===== config.mk =====
export PLATFORM = sky130hd
export DESIGN_NAME = psum_writeback_stage
export DESIGN_NICKNAME = d
export VERILOG_FILES = /design/src/rtl/psum_writeback_stage.sv
export SDC_FILE = /design/constraint.sdc
export NUM_CORES = 1
export LEC_CHECK = 0
export CAP_MARGIN = 20
export CORE_MARGIN = 2
export CORE_UTILIZATION = 55
export CTS_BUF_LIST = sky130_fd_sc_hd__clkbuf_4 sky130_fd_sc_hd__clkbuf_8 sky130_fd_sc_hd__clkbuf_16
export CTS_CLUSTER_DIAMETER = 80
export DETAILED_ROUTE_END_ITERATION = 12
export PLACE_DENSITY = 0.86
export SLEW_MARGIN = 40
export SYNTH_ARGS = -nofsm -noshare
export SYNTH_HDL_FRONTEND = slang
export SYNTH_SLANG_ARGS = --single-unit
export TNS_END_PERCENT = 10

===== constraint.sdc =====
create_clock -name i_clk -period 3.35 [get_ports i_clk]
set_clock_uncertainty 0.2 [all_clocks]
set_input_delay 0.335 -clock i_clk [delete_from_list [all_inputs] [get_ports i_clk]]
set_output_delay 0.335 -clock i_clk [all_outputs]
set_load 0.05 [all_outputs]

===== src/rtl/psum_writeback_stage.sv =====
// Serializes one group of saturated partial sums into 32-bit output-buffer words.
// D16 packs two lanes per word, D32 emits one lane per word; next group is taken on the last word.
module psum_writeback_stage #(
  parameter int PEROW   = 4,
  parameter int PSUMDWD = 32,
  parameter int ADDRW   = 8
) (
  input  logic                            i_clk,
  input  logic                            i_rst,
  input  logic                            PS_rdy,
  output logic                            PS_ack,
  input  logic [PEROW-1:0][PSUMDWD-1:0]   i_sum,
  input  logic                            i_d16,
  input  logic [ADDRW-1:0]                i_waddr,
  output logic                            PO_rdy,
  input  logic                            PO_ack,
  output logic [31:0]                     o_data,
  output logic [ADDRW-1:0]                o_addr,
  output logic                            o_last,
  output logic                            o_busy
);

  // state | meaning
  // IDLE  | no group held, upstream may hand one over
  // SEND  | group held, presenting word 'beat' to the output buffer
  typedef enum logic [0:0] {IDLE = 1'b0, SEND = 1'b1} state_t;

  localparam int BW = $clog2(PEROW);

  state_t                         state_q;
  logic [BW-1:0]                  beat_q;
  logic [PEROW-1:0][PSUMDWD-1:0]  sum_q;
  logic                           d16_q;
  logic [ADDRW-1:0]               base_q;

  logic [BW-1:0]  nb_m1;
  logic           last;
  logic           up_xfer;
  logic [31:0]    w32;
  logic [31:0]    w16;

  assign nb_m1   = d16_q ? BW'(PEROW/2 - 1) : BW'(PEROW - 1);
  assign last    = (state_q == SEND) && (beat_q == nb_m1);
  assign PS_ack  = (state_q == IDLE) || (last && PO_ack);
  assign up_xfer = PS_rdy && PS_ack;

  always_comb begin
    w32 = '0;
    w16 = '0;
    for (int i = 0; i < PEROW; i++) begin
      if (BW'(i) == beat_q) w32 = sum_q[i][31:0];
    end
    // Upper bits of each lane are already zero in D16, so only [15:0] is packed.
    for (int i = 0; i < PEROW/2; i++) begin
      if (BW'(i) == beat_q) w16 = {sum_q[2*i+1][15:0], sum_q[2*i][15:0]};
    end
  end

  assign o_busy = (state_q == SEND);
  assign PO_rdy = o_busy;
  assign o_last = last;
  assign o_data = o_busy ? (d16_q ? w16 : w32) : 32'd0;
  assign o_addr = o_busy ? ADDRW'(base_q + ADDRW'(beat_q)) : '0;

  always_ff @(posedge i_clk) begin
    if (i_rst) begin
      state_q <= IDLE;
      beat_q  <= '0;
      sum_q   <= '0;
      d16_q   <= 1'b0;
      base_q  <= '0;
    end else if (up_xfer) begin
      state_q <= SEND;
      beat_q  <= '0;
      sum_q   <= i_sum;
      d16_q   <= i_d16;
      base_q  <= i_waddr;
    end else if (state_q == SEND && PO_ack) begin
      if (last) begin
        state_q <= IDLE;
        beat_q  <= '0;
      end else begin
        beat_q  <= beat_q + BW'(1);
      end
    end
  end

endmodule


Yosys cells after proc, flatten, opt, wreduce, memory -nomap -nowiden --
Index checks and enable logic that the tools add are counted.
Storage, ports and cells: register bits after elaboration 140, input bits 141, output and inout bits 44, word-level logic and storage cells 39
Cells by class: $add $sub $neg 2, equality and inequality tests 4, multiplexer cells 14, bitwise operators 1, reductions and logical operators 10
Operators by type and width (count):
- 2-to-1 mux 32 bit | 8
- adder 8 x 2 -> 8 bit | 1
- 2-to-1 mux 8 bit | 1
- == test 2 bit, first input constant | 2
- logical AND 1 bit | 4
- 2-to-1 mux 2 bit | 2
- nonzero test 2 bit | 2
- 2-to-1 mux 1 bit | 3
- adder 2 x 1 -> 2 bit, second input constant | 1
- == test 1 x 2 -> 1 bit, first input constant | 1
- == test 2 bit | 1
- logical NOT 2 bit | 1
- AND reduction 2 bit | 1
- OR reduction 2 bit | 1
- logical OR 1 bit | 1
- inverter 1 bit | 1

Longest topological paths before layout --
depth in word-level cells 8, mapped depth 7, depth with buffers taken out 5

Worst setup path before layout --
OpenSTA, ideal clock, no wires.
kind register to output, from register beat_q[1], to output port o_data[16], arrival time 2756 ps, slack 59 ps, stages on the path, launching flop included 8, cell sequence dfxtp_1 -> inv_1 -> ha_1 -> buf_4 -> clkbuf_1 -> nand3b_1 -> a221o_1 -> a221oi_1
Between the ends: longest elaborated chain between the ends 7
RTL lines:
- from (decl) | line 31 | logic [BW-1:0] beat_q;
- from (signal assigned) | line 83 | beat_q <= beat_q + BW'(1);
- logical NOT 2 bit | line 51, 55
- 2-to-1 mux 32 bit (4 in series) | line 51 | if (BW'(i) == beat_q) w32 = sum_q[i][31:0];
- 2-to-1 mux 32 bit * (2 in series) | line 62 | assign o_data = o_busy ? (d16_q ? w16 : w32) : 32'd0;
- to (decl) | line 17 | output logic [31:0] o_data,
Mark *: on every way between the ends. The rest lies on a longest branch, timed or not.

Worst setup path in the final report --
from register beat_q[0], to output port o_data[24]
Same word-level chain as after synthesis.

==> results.toml <==
[clocking]
htreeDepth = 4
clk_pin_slew_worst_paths_ns = 0.06
numCtsBuffers = 17
clock_latency_ns = 0.42
cts_tree = "yes"
cts_sinks = 140
clockRootBuffer = "clkbuf_16"
post_cts_buffers = 0
cts.path.max_buffers = 2

[status]
status = "finished, final reports clean"

[floorplan]
fp.coreArea_um2 = 14600
start_util_pct = 56.8
io-pin-count = 185
die_w_um = 127
die_y_um = 127
fp-row-count = 44
die_area_um2 = 16100

[global_route]
antenna_found_initial = 2
overflow = 0
grt_max_degree = 109
grt_use_total_pct = 28.7
grt_pass1_wl_um = 36500
grt_pass1_vias = 7041

[route]
wirelength_um = 23700
drc = 0
via_per_inst = 5.76
num_vias = 7279
first_iter_violations = 765
ant_nets = 0
drt-wirelength-per-cell_um = 18.8
drt-pass1-iter-count = 5

[timing]
fin_crit_sh_pct = 97.2
fin_tns_setup_ns = 0
timing.final.crit_period_ns = 3.26
final_max_slew_viol_count = 0
whs_ns = 0.232
setup_violations = 0
worst_slew_pin_slew_ns = 0.817
max_freq_ghz = 0.307
setup_ws_ns = 0.0931
relSlewSlack_pct = 45.4
rsz0062_at_grt = "false"
finalHoldViolations = 0

[synth]
ys_seq_area_share_pct = 33.7
avgSynthCellArea_um2 = 8.89
netlist_instances = 935
ys_warn_count = 0
mappedNetlistNets = 1083
synth_cell_types = 31
syn-cell-area_um2 = 8310
ys_ff_latch = 140

[flow_run]
drv_cap = 0

[finish]
syn_to_final_growth_pct = 35.2
postLayoutCellArea_um2 = 11200
fillCellCount = 1019
multi_input_area_um2 = 5010
nets = 1213
regArea_um2 = 2810
drive_above_1_share_pct = 8.91

[setup_path]
crit_path_start = "beat_q[0]$_SDFFE_PP0P_"
path_cells = "ha_2 -> buf_12 -> a21oi_1 -> a221o_1 -> a221oi_1 -> buf_12"
cpMostUsedCell = "buf_12"
worstSetupPathType = "reg -> out"
path_buf_inv = 2
endpoint_kind = "output port"
critPathTopFamily = "compound AO/OA/AOI/OAI gates"
cp.arrival_ns = 2.72
startpoint_type = "flop"
critPathMaxStageDelay_ns = 0.53
slowest_stage = "dfxtp_1"
worstPathMaxFanout = 86
crit_required_ns = 2.81
timing.rr.start = "beat_q[0]$_SDFFE_PP0P_"

[placed_design]
dpl-instance-area_um2 = 10500
pre_cts_slack_ns = 0.408
port_buffers = 184
hpwl_um = 16000
gp_congestion = 0.864

[hold_path]
hp-class = "in -> reg"
min_from = "i_rst"

[pwr]
p_leak_nw = 4.09
ir_worst_vdd_mv = 0.377
p_per_area_nw_per_um2 = 441
## cells in the mapped netlist
master,count,area [um2]
nand2b_1,275,1720
dfxtp_1,140,2800
mux2i_1,138,1380
a21oi_1,71,355
clkbuf_1,58,218
nand3b_1,49,368
inv_1,38,143
a21boi_0,32,240
a221o_1,32,320
a221oi_1,32,280
buf_4,15,113
buf_2,11,55.1
ha_1,6,75.1
nand2_1,6,22.5
buf_1,4,15.0
nand3_1,3,15.0
nor2_1,3,11.3
o21ai_0,3,15.0
and2_1,2,12.5
buf_6,2,22.5
nor4_1,2,12.5
or3_1,2,12.5
xnor2_1,2,17.5
xor2_1,2,17.5
a31oi_1,1,6.26
fa_1,1,20.0
nor3_1,1,5.00
nor3b_1,1,7.51
o22ai_2,1,12.5
o31ai_1,1,7.51
or4_1,1,7.51
## where the power goes
group | internal (W) | total (W) | switching [W]
clock network | 0.00132 | 0.00205 | 0.000724
registers | 0.00178 | 0.00187 | 0.0000903
logic | 0.000535 | 0.00104 | 0.000509
## area by class of cell
type	count	area share [%]
well taps	184	2.05
flip-flops and latches	140	25.0
clock buffers	22	4.29
multi-input cells	667	44.6
repair buffers	201	21.3
diodes	2	0.0446
clock inverters	10	1.44
inverters	38	1.27
## metrics by stage
stage          std cells  total power, W  utilization, %
2_1_floorplan        935         0.00248               -
3_3_place_gp        1230         0.00290            71.9
3_5_place_dp        1230         0.00292            71.9
4_1_cts             1262         0.00495            76.3
5_1_grt             1263         0.00510            76.7
6_report            1264         0.00496            76.7
## kinds of logic (layout without fill, tap and decap cells)
family	count (synthesis)	after routing	synth area share, %
multiplexers	138	138	16.6
XOR/XNOR	4	4	0.422
AND/OR/NAND/NOR	345	345	26.4
AO/OA/AOI/OAI	173	173	14.9
buffers and inverters	128	271	6.80
adder cells (fa/ha/maj)	7	7	1.14
other	0	2	0
flip-flops	140	140	33.7
## path summary, 6_finish.rpt
| check | to | slack [ns] | cells after the start |
|---|---|---|---|
| min | beat_q[0]$_SDFFE_PP0P_ | 0.23 | 2 |
| max reg2reg | sum_q[37]$_SDFFE_PP0P_ | 1.34 | 4 |
| min reg2reg | sum_q[91]$_SDFFE_PP0P_ | 0.27 | 2 |
| max | o_data[24] | 0.09 | 6 |
## state kept, by name (all words and copies together) (netlist names)
register,flops
d16_q,1
beat_q,2
base_q,8
PO_rdy,1
sum_q,128
## routing by layer
layer	up-vias	track usage [%]	share of wire (%)	routed length, um
li1	3482	-	-	-
met1	3429	39.3	44	10400
met2	326	45.2	47	11100
met3	42	5.23	6.7	1590
met4	0	10.5	2.9	692
met5	-	0	0	0
## cell usage in the layout, fill, tap and decap left out, types with 3 or more instances in the layout
cell             netlist  routed
nand3_1                3       3
bufinv_16              0       4
inv_1                 38      38
buf_12                 0      40
a221o_1               32      32
clkbuf_16              0      17
buf_4                 15       9
a21boi_0              32      32
nor2_1                 3       3
ha_2                   0       3
a221oi_1              32      25
clkbuf_8               0       3
a221oi_2               0       7
nand2b_1             275     275
clkdlybuf4s50_1        0     149
dfxtp_1              140     138
clkinvlp_4             0       3
a21oi_1               71      71
nand3b_1              49      49
nand2_1                6       6
mux2i_1              138     138
o21ai_0                3       3
## timing repair
item / in CTS / in global routing
endpoints found under the setup margin: 4 / 21
hold endpoints to repair: 0 / 0
hold buffers: 0 / 0
resized for setup: 2 / 9
No activity file was read; power rests on OpenSTA's default activity.
